## config.mk

```make
export PLATFORM = sky130hd
export DESIGN_NAME = arm_multicycle_controller
export DESIGN_NICKNAME = d
export VERILOG_FILES = /design/src/rtl/arm_multicycle_controller.sv
export SDC_FILE = /design/constraint.sdc
export NUM_CORES = 1
export LEC_CHECK = 0
export ABC_AREA = 0
export CAP_MARGIN = 20
export CORE_MARGIN = 1.5
export CORE_UTILIZATION = 40
export CTS_CLUSTER_SIZE = 28
export DETAILED_ROUTE_END_ITERATION = 10
export PLACE_DENSITY = 0.87
export SYNTH_ARGS = -nofsm -noshare
export SYNTH_HDL_FRONTEND = slang
export SYNTH_SLANG_ARGS = --single-unit
```

## constraint.sdc

```tcl
create_clock -name clk -period 2.1 [get_ports clk]
set_clock_uncertainty 0.2 [all_clocks]
set_input_delay 0.525 -clock clk [delete_from_list [all_inputs] [get_ports clk]]
set_output_delay 0.525 -clock clk [all_outputs]
set_load 0.03 [all_outputs]
```

## src/rtl/arm_multicycle_controller.sv

```systemverilog
// Multicycle ARM control FSM: sequences fetch/decode/execute/memory/writeback over a shared datapath,
// owns the NZCV flags and gates every architectural write with the condition latched in decode.
module arm_multicycle_controller (
  input  logic       clk,
  input  logic       reset,
  input  logic [1:0] op,
  input  logic [5:0] funct,
  input  logic [3:0] rd,
  input  logic [3:0] cond,
  input  logic [3:0] aluFlags,
  output logic       PCWrite,
  output logic       memWrite,
  output logic       regWrite,
  output logic       IRWrite,
  output logic       adrSrc,
  output logic       ALUSrcA,
  output logic [1:0] ALUSrcB,
  output logic [1:0] resultSrc,
  output logic [1:0] immSrc,
  output logic [1:0] regSrc,
  output logic [3:0] ALUControl,
  output logic [3:0] state
);

  localparam logic [3:0] S_FETCH    = 4'd0;
  localparam logic [3:0] S_DECODE   = 4'd1;
  localparam logic [3:0] S_MEMADR   = 4'd2;
  localparam logic [3:0] S_MEMREAD  = 4'd3;
  localparam logic [3:0] S_MEMWB    = 4'd4;
  localparam logic [3:0] S_MEMWRITE = 4'd5;
  localparam logic [3:0] S_EXECUTER = 4'd6;
  localparam logic [3:0] S_EXECUTEI = 4'd7;
  localparam logic [3:0] S_ALUWB    = 4'd8;
  localparam logic [3:0] S_BRANCH   = 4'd9;

  localparam logic [3:0] ALU_ADD   = 4'b0000;
  localparam logic [3:0] ALU_SUB   = 4'b0001;
  localparam logic [3:0] ALU_AND   = 4'b0010;
  localparam logic [3:0] ALU_ORR   = 4'b0011;
  localparam logic [3:0] ALU_EOR   = 4'b0100;
  localparam logic [3:0] ALU_PASSB = 4'b0101;

  logic [3:0] flags;
  logic [3:0] next_state;
  logic [3:0] dp_ctl;
  logic       dp_nowrite;
  logic       dp_cv;
  logic       cond_ex;
  logic       cond_ex_reg;
  logic       reg_w;
  logic       mem_w;
  logic       branch;
  logic       no_write;
  logic       fetch;

  always_comb begin
    dp_ctl     = ALU_ADD;
    dp_nowrite = 1'b0;
    dp_cv      = 1'b0;
    case (funct[4:1])
      4'b0100: begin dp_ctl = ALU_ADD; dp_cv = 1'b1; end
      4'b0010: begin dp_ctl = ALU_SUB; dp_cv = 1'b1; end
      4'b1010: begin dp_ctl = ALU_SUB; dp_cv = 1'b1; dp_nowrite = 1'b1; end
      4'b0000: dp_ctl = ALU_AND;
      4'b1100: dp_ctl = ALU_ORR;
      4'b0001: dp_ctl = ALU_EOR;
      4'b1101: dp_ctl = ALU_PASSB;
      default: dp_nowrite = 1'b1;
    endcase
  end

  // flags = {N,Z,C,V}
  always_comb begin
    cond_ex = 1'b0;
    case (cond)
      4'b0000: cond_ex = flags[2];
      4'b0001: cond_ex = ~flags[2];
      4'b0010: cond_ex = flags[1];
      4'b0011: cond_ex = ~flags[1];
      4'b0100: cond_ex = flags[3];
      4'b0101: cond_ex = ~flags[3];
      4'b0110: cond_ex = flags[0];
      4'b0111: cond_ex = ~flags[0];
      4'b1000: cond_ex = flags[1] & ~flags[2];
      4'b1001: cond_ex = ~flags[1] | flags[2];
      4'b1010: cond_ex = (flags[3] == flags[0]);
      4'b1011: cond_ex = (flags[3] != flags[0]);
      4'b1100: cond_ex = ~flags[2] & (flags[3] == flags[0]);
      4'b1101: cond_ex = flags[2] | (flags[3] != flags[0]);
      4'b1110: cond_ex = 1'b1;
      default: cond_ex = 1'b0;
    endcase
  end

  always_comb begin
    next_state = S_FETCH;
    case (state)
      S_FETCH:  next_state = S_DECODE;
      S_DECODE: begin
        case (op)
          2'b00:   next_state = funct[5] ? S_EXECUTEI : S_EXECUTER;
          2'b01:   next_state = S_MEMADR;
          2'b10:   next_state = S_BRANCH;
          default: next_state = S_FETCH;
        endcase
      end
      S_MEMADR:   next_state = funct[0] ? S_MEMREAD : S_MEMWRITE;
      S_MEMREAD:  next_state = S_MEMWB;
      S_EXECUTER: next_state = S_ALUWB;
      S_EXECUTEI: next_state = S_ALUWB;
      default:    next_state = S_FETCH;
    endcase
  end

  always_comb begin
    adrSrc     = 1'b0;
    ALUSrcA    = 1'b0;
    ALUSrcB    = 2'b00;
    resultSrc  = 2'b00;
    ALUControl = ALU_ADD;
    reg_w      = 1'b0;
    mem_w      = 1'b0;
    branch     = 1'b0;
    case (state)
      S_FETCH: begin
        ALUSrcA   = 1'b1;
        ALUSrcB   = 2'b10;
        resultSrc = 2'b10;
      end
      S_DECODE: begin
        ALUSrcA = 1'b1;
        ALUSrcB = 2'b10;
      end
      S_MEMADR: begin
        ALUSrcB    = 2'b01;
        ALUControl = funct[3] ? ALU_ADD : ALU_SUB;
      end
      S_MEMREAD:  adrSrc = 1'b1;
      S_MEMWB: begin
        resultSrc = 2'b01;
        reg_w     = 1'b1;
      end
      S_MEMWRITE: begin
        adrSrc = 1'b1;
        mem_w  = 1'b1;
      end
      S_EXECUTER: ALUControl = dp_ctl;
      S_EXECUTEI: begin
        ALUSrcB    = 2'b01;
        ALUControl = dp_ctl;
      end
      S_ALUWB:    reg_w = 1'b1;
      S_BRANCH: begin
        ALUSrcB   = 2'b01;
        resultSrc = 2'b10;
        branch    = 1'b1;
      end
      default: ;
    endcase
  end

  // noWrite only applies to data-processing writeback, never to a load's writeback
  assign no_write = (state == S_ALUWB) & dp_nowrite;
  assign fetch    = (state == S_FETCH) & ~reset;
  assign IRWrite  = fetch;
  assign regWrite = reg_w & cond_ex_reg & ~no_write;
  assign memWrite = mem_w & cond_ex_reg;
  assign PCWrite  = fetch | (branch & cond_ex_reg) | (regWrite & (rd == 4'd15));
  assign immSrc   = op;
  assign regSrc   = {op == 2'b01, op == 2'b10};

  always_ff @(posedge clk or posedge reset) begin
    if (reset) begin
      state       <= S_FETCH;
      flags       <= 4'b0000;
      cond_ex_reg <= 1'b0;
    end else begin
      state <= next_state;
      if (state == S_DECODE)
        cond_ex_reg <= cond_ex;
      if ((state == S_EXECUTER || state == S_EXECUTEI) && cond_ex_reg && funct[0]) begin
        flags[3:2] <= aluFlags[3:2];
        if (dp_cv)
          flags[1:0] <= aluFlags[1:0];
      end
    end
  end

endmodule

```

==> impl_metrics.ini, run 1 <==
[worst_setup_path]
crit_path_start = state[0]
reg2reg_from = state[3]
cp_slowest_stage_delay_ns = 0.40
critical-path-top-delay-family = simple AND/OR/NAND/NOR gates
crit_buf_inv = 2
start_kind = flip-flop
critPathArrivalTime_ns = 1.71
critical_path.cell_chain = nor2_1 > nand2_1 > buf_4 > o31ai_4 > buf_6
crit_path_top_delay_cell = dfrtp_1
worstPathMaxFanout = 2
worst-setup-path-type = flip-flop to primary output
critPathRequiredTime_ns = 1.37
cp-end-kind = primary output

[clock_network]
cts_htree_levels = 1
cts_tree = yes
cts_buffers = 3
root_buffer = clkbuf_4
cts_num_sinks = 9
clk_latency_ns = 0.29
ctsHoldBuffers = 0
clkSlewWorstSetupHoldPaths_ns = 0.09
cts_buffer_depth = 2

[final_layout]
fin_util = 0.950
syn_to_final_growth_pct = 127
antenna_cells = 0
final_nets = 228
drive_gt1_frac = 0.561

[floorplanning]
io_pins = 44
die_w_um = 50.9
initial_core_util = 0.419
fp.dieH_um = 50.9
dieArea_mm2 = 0.00259
fp.coreArea_mm2 = 0.00219
std_cell_rows = 17

[timing]
grt_setup_unrepaired = yes
final_max_slew_viol_count = 0
post-route-period-util = 1.16
timing.fmax_mhz = 410
setup_ws_ns = -0.336
final-setup-viol-count = 14
fin_crit_ns = 2.44
hold_viol_final = 0

[synth]
syn_nets = 139
yosys_warnings = 0
ys_seq_area_frac = 0.245
yosysTopAreaCellShare = 0.245
async_flop_share = 1.00
yosysMostFrequentCell = nor2_1
synth_edf_count = 0
synth_cell_type_count = 44
ys_top_cells_by_area = dfrtp_1, mux2_1, nor2_1
netlist_area_um2 = 918
synth.avg_cell_area_um2 = 7.85
yosys.area.top_type = dfrtp_1
ys_top_cells_by_count = nor2_1, dfrtp_1, nand2_1, nor2b_1
syn_inst = 117
synth_ff_type = dfrtp_1
yosys_register_bits = 9

[grt]
antenna_found_initial = 0
grt_max_degree = 18
gr-total-overflow = 0
grt_pass1_wl_um = 6890
grtUsageTotal = 0.357
grt_pass1_vias = 1411

[job]
cap_violations = 0

[routing]
via_per_inst = 6.37
routed_wl_um = 5550
postRouteAntennaNets = 0
drt_first_iter_violations = 115
route.detailed.drc = 0
drtPass1Iterations = 4
avgRoutedWirePerCell_um = 23.8
vias = 1485

[power]
power.density_mw_per_mm2 = 1340
vdd_drop_max_mv = 1.35
power_mw = 2.79
leakagePower_nw = 0.941

[place]
dp_hpwl_um = 2420
io_buffers = 42
finalWeightedCongestion = 0.822

[status]
outcome = finished, violations left
violations = setup timing

[worst_hold_path]
hold_class = input pin to asynchronous set/reset pin
-- cell usage in the layout (no fill, tap or decap), types with 2 or more instances in the layout --
cell type,count
clkbuf_2,2
nand3b_1,2
dfrtp_2,3
nor2b_1,2
nor2_4,3
nand3_1,4
nor2b_4,3
a21oi_1,3
inv_1,4
mux2_1,2
or3_4,2
xor2_1,2
buf_6,21
nor3_2,2
nor3_4,2
nand4_1,2
inv_2,2
clkbuf_4,3
nand2b_4,2
buf_4,46
xnor2_1,2
dlymetal6s2s_1,2
mux2_4,2
dlygate4sd2_1,7
dfrtp_1,6
nor2_1,9
a31oi_1,2
nor4_4,3
mux2i_1,4
buf_12,2
clkdlybuf4s50_1,11
nand2_1,8
a31oi_2,2
o21ai_0,2
-- power breakdown --
part           total, mW  switching [mW]  leakage [nW]  internal (mW)
registers          0.355           0.107         0.111          0.248
logic               2.28            1.16         0.815           1.12
clock network      0.153          0.0794        0.0150         0.0734
-- worst min-delay path, cell delays in order --
cell	delay (ns)
dlygate4sd2_1	0.28
buf_4	0.17
inv_1	0.30
-- metrics by stage --
step	TNS, ns	setup WS, ns	instance area [um2]	hold slack (ns)	cells
finish	-2.60	-0.336	2080	0.357	233
CTS	-1.51	-0.259	1930	0.328	225
floorplan	-0.411	-0.152	1080	0.153	117
detailed placement	-4.44	-0.958	1660	0.359	208
global route	-2.95	-0.382	2080	0.387	233
global placement	-3.93	-0.882	1660	0.346	208
-- metal layers --
layer  share of wire  vias up  global-route usage
met4           0.092        0               0.167
met1            0.35      682               0.434
met3           0.094       65              0.0702
met5               0        -                   0
met2            0.47      137               0.604
li1                -      601                   -
-- final cells by class --
cell class	count	area (um2)
well taps	28	35.0
fillers	60	109
flip-flops and latches	9	229
repair buffers	96	912
multi-input cells	90	857
clock buffers	4	26.3
inverters	6	22.5
-- final timing paths --
check	depth (start not counted)	slack, ns	endpoint
setup / recovery	5	-0.34	PCWrite
hold / removal	3	0.36	flags[2]
setup reg to reg	5	-0.05	flags[0]
hold reg to reg	1	0.40	flags[1]
max in group asynchronous	3	0.99	state[1]
min in group clk	1	0.40	flags[1]
-- cells by family after synthesis --
group | count (synthesis) | share of synthesized area
AND/OR/NAND/NOR | 54 | 0.349
AO/OA/AOI/OAI | 21 | 0.161
buffers and inverters | 18 | 0.0913
flip-flops | 9 | 0.245
multiplexers | 8 | 0.0926
XOR/XNOR | 6 | 0.0572
other | 1 | 0.00408
-- what timing repair did --
item | in CTS | in global routing
cloned | 1 | 1
endpoints found under the setup margin | 20 | 16
pin swaps | 10 | 7
resized for setup | 62 | 18
buffers inserted | 13 | 7
Note: power is estimated with default switching activity, not from simulation.
==> inputs of run 2 (changes only) <==
Settings changed: TNS_END_PERCENT from default to 50.
==> impl_metrics.ini, run 2 (synthesis results as in run 1) <==
[power]
leakagePower_nw = 0.862
power.density_mw_per_mm2 = 1250
vdd_drop_max_mv = 1.15

[job]
cap_violations = 0

[floorplanning]
initial_core_util = 0.419
dieArea_mm2 = 0.00259
io_pins = 44
std_cell_rows = 17
die_w_um = 50.9
fp.coreArea_mm2 = 0.00219
fp.dieH_um = 50.9

[clock_network]
clk_latency_ns = 0.26
root_buffer = clkbuf_4
cts_num_sinks = 9
cts_tree = yes
cts_htree_levels = 1
cts_buffer_depth = 2
clkSlewWorstSetupHoldPaths_ns = 0.06
cts_buffers = 3

[routing]
route.detailed.drc = 0
vias = 1293
postRouteAntennaNets = 0
avgRoutedWirePerCell_um = 18.9
drtPass1Iterations = 4
via_per_inst = 5.75
routed_wl_um = 4250
drt_first_iter_violations = 49

[place]
postPlaceCellArea_mm2 = 0.00161
io_buffers = 42
dp_slack_ns = -1.05
dp_hpwl_um = 2440
finalWeightedCongestion = 0.789

[status]
violations = setup timing
outcome = finished, violations left

[final_layout]
antenna_cells = 0
drive_gt1_frac = 0.528
mostFrequentLayoutCells = buf_4, clkdlybuf4s50_1, buf_6
final_cell_area_mm2 = 0.00190
syn_to_final_growth_pct = 107
final_nets = 220
final_common_cell = buf_4

[timing]
final_max_slew_viol_count = 0
grt_setup_unrepaired = yes
fin_crit_ns = 2.42
setup_ws_ns = -0.317
hold_viol_final = 0
final-setup-viol-count = 13
post-route-period-util = 1.15
timing.fmax_mhz = 414
setup-tns-final_ns = -1.50

[worst_setup_path]
worst-setup-path-type = input pin to primary output
cp-end-kind = primary output
worstPathMaxFanout = 4
critPathArrivalTime_ns = 1.69
start_kind = input pin
critPathRequiredTime_ns = 1.37

[grt]
grt_pass1_vias = 1296
gr-total-overflow = 0
grt_max_degree = 18
grt_pass1_wl_um = 5820
grtUsageTotal = 0.300
antenna_found_initial = 0

[worst_hold_path]
hold_class = input pin to asynchronous set/reset pin
[run 2: critical path, cell delays in order]
cell	delay, ns
buf_8	0.11
nor2b_4	0.13
a221oi_2	0.27
a31oi_2	0.15
buf_4	0.16
o31ai_4	0.19
buf_6	0.16
[run 2: area by class of cell]
cell class / count / area, um2
fill: 104 / 289
timing repair buffer: 88 / 769
multi-input combinational: 90 / 818
clock buffer: 4 / 26.3
inverter: 6 / 22.5
tap: 28 / 35.0
sequential: 9 / 230
[run 2: repair_timing]
action | 4_1_cts | 5_1_grt
resized for setup | 53 | 13
buffers inserted | 11 | 6
setup endpoints to repair | 17 | 17
pin swaps | 10 | 3
hold buffers | 0 | 0
[run 2: path summary, 6_finish.rpt]
path,slack (ns),cells past startpoint,startpoint,to
worst min-delay path,0.33,3,reset,cond_ex_reg
worst min register to register,0.37,1,flags[1],flags[1]
max in group asynchronous,1.10,3,reset,state[0]
min in group clk,0.37,1,flags[1],flags[1]
worst max-delay path,-0.32,7,funct[3],PCWrite
worst max register to register,-0.03,7,state[2],cond_ex_reg
[run 2: power breakdown]
group | switching (mW) | leakage [nW] | internal, mW
clock | 0.0634 | 0.0150 | 0.0734
sequential | 0.111 | 0.110 | 0.250
combinational | 0.986 | 0.737 | 0.892
[run 2: per-stage QoR]
| stage | hold slack [ns] | instances | total power [mW] | util |
|---|---|---|---|---|
| global placement | 0.341 | 204 | 1.75 | 0.734 |
| finish | 0.332 | 225 | 2.38 | 0.868 |
| floorplan | 0.153 | 117 | 1.30 | - |
| global route | 0.364 | 225 | 2.47 | 0.868 |
| detailed placement | 0.347 | 204 | 1.80 | 0.734 |
| CTS | 0.343 | 219 | 2.12 | 0.823 |
[run 2: per-layer routing]
metal  global-route usage  wire length [um]
met5                    0                 0
met4                0.108               201
met3               0.0468               202
met2                0.567              2240
met1                0.335              1610
==> inputs of run 3 (changes only) <==
Settings changed: CORE_MARGIN 1.5 to 8.
==> impl_metrics.ini, run 3 (synthesis results as in run 1) <==
[status]
outcome = finished, violations left
violations = setup timing

[routing]
postRouteAntennaNets = 0
routed_wl_um = 5360
avgRoutedWirePerCell_um = 23.5
drt_first_iter_violations = 90
route.detailed.drc = 0
via_per_inst = 5.99
vias = 1366
drtPass1Iterations = 4

[worst_setup_path]
worst_path_most_repeated_cell = buf_4
critPathRequiredTime_ns = 1.37
worst-setup-path-type = input pin to primary output
cp_slowest_stage_delay_ns = 0.25
cp-end-kind = primary output
crit_path_top_delay_cell = a221oi_4
critPathArrivalTime_ns = 1.71
start_kind = input pin
critical_path.cell_chain = buf_4 > nor2b_4 > a221oi_4 > a31oi_2 > buf_4 > o31ai_4 > buf_6
worstPathMaxFanout = 3

[grt]
grt_util_met2 = 0.405
grtUsageTotal = 0.230
grt_pass1_vias = 1392
antenna_found_initial = 0
met1_usage = 0.232
grt.busiest_layer = met2
gr-total-overflow = 0
grt_util_met3 = 0.0610
grt_pass1_wl_um = 7460
grt_max_degree = 11

[floorplanning]
initial_core_util = 0.419
std_cell_rows = 17
io_pins = 44
fp.coreArea_mm2 = 0.00219
die_w_um = 63.9
dieArea_mm2 = 0.00409
fp.dieH_um = 63.9

[place]
finalWeightedCongestion = 0.809
dp_cells = 206
io_buffers = 42
dp_hpwl_um = 2760

[clock_network]
clk_latency_ns = 0.27
cts_buffer_depth = 2
cts_tree = yes
clkSlewWorstSetupHoldPaths_ns = 0.08
root_buffer = clkbuf_4
ctsHoldBuffers = 0
cts_num_sinks = 9
cts_htree_levels = 1
cts_buffers = 3

[power]
power.switching_mw = 1.28
p_int_mw = 1.27
p_sw_frac = 0.501
vdd_drop_max_mv = 0.978
seqPwrFrac = 0.147
power.density_mw_per_mm2 = 1290
comb_power_share = 0.797
leakagePower_nw = 0.892
power_mw = 2.55
pwr-share-clk = 0.055

[timing]
timing.fmax_mhz = 411
final_max_slew_viol_count = 0
grt_setup_unrepaired = yes
post-route-period-util = 1.16
fin_crit_ns = 2.43
final-setup-viol-count = 14
setup_ws_ns = -0.332
hold_viol_final = 0

[worst_hold_path]
hold_class = input pin to asynchronous set/reset pin

[final_layout]
drive_gt1_frac = 0.555
final_nets = 223
final_common_cell = buf_4
mostFrequentLayoutCells = buf_4, buf_6, clkdlybuf4s50_1
antenna_cells = 0
fin_cells = 228
syn_to_final_growth_pct = 115

[job]
cap_violations = 0
## run 3: changes by cell type in the layout (fill, tap and decap cells not counted), sizes merged
cell / before / now
buf: 68 / 70
clkbuf: 4 / 5
clkdlybuf4s15: 0 / 1
clkdlybuf4s50: 15 / 13
clkinv: 0 / 1
dlygate4sd2: 4 / 3
dlymetal6s2s: 1 / 2
## run 3: metal layers
metal,part of all wire,vias up
met1,0.37,651
met2,0.52,103
li1,-,580
met4,0.047,0
met5,0,-
met3,0.064,32
## run 3: cell type report
cell class                      count  area (um2)
Timing Repair Buffer               91         808
Fill cell                          93         215
Inverter                            6        22.5
Clock inverter                      1        5.00
Multi-Input combinational cell     90         852
Clock buffer                        3        22.5
Sequential cell                     9         230
Tap cell                           28        35.0
## run 3: critical path: cells and delay by family
family,cells,cell delay (ns)
simple gates,1,0.14
buf+inv,3,0.45
compound gates,3,0.58
## run 3: through the flow
| step | cell area, um2 | setup slack, ns | TNS, ns | hold slack [ns] | utilization |
|---|---|---|---|---|---|
| 3_5_place_dp | 1620 | -1.06 | -4.78 | 0.354 | 0.741 |
| 4_1_cts | 1880 | -0.339 | -1.21 | 0.323 | 0.858 |
| 3_3_place_gp | 1620 | -0.978 | -4.09 | 0.343 | 0.741 |
| 5_1_grt | 1980 | -0.373 | -2.64 | 0.205 | 0.902 |
| 6_report | 1980 | -0.332 | -2.06 | 0.189 | 0.902 |
| 2_1_floorplan | 1060 | -0.152 | -0.635 | 0.153 | - |
## run 3: power by group through the flow
stage	sequential, mW	clock (mW)	combinational [mW]
after floorplan	0.380	0	0.923
after global placement	0.336	0	1.42
after detailed placement	0.345	0	1.47
after CTS	0.354	0.137	1.73
after global routing	0.376	0.155	2.12
final	0.375	0.141	2.03
## run 3: worst paths after layout
path                       startpoint        to  slack [ns]  cells past startpoint
hold / removal                  reset  state[3]        0.19                      3
min in group clk             flags[1]  flags[1]        0.41                      1
setup reg to reg             state[3]  flags[0]       -0.08                      5
max in group asynchronous       reset  state[0]        1.20                      3
hold reg to reg              flags[1]  flags[1]        0.41                      1
setup / recovery             funct[4]   PCWrite       -0.33                      7
## run 3: what timing repair did
action,CTS,global route
buffers inserted,16,2
gates resized for setup,60,21
setup endpoints to repair,19,18
pin swaps,9,5
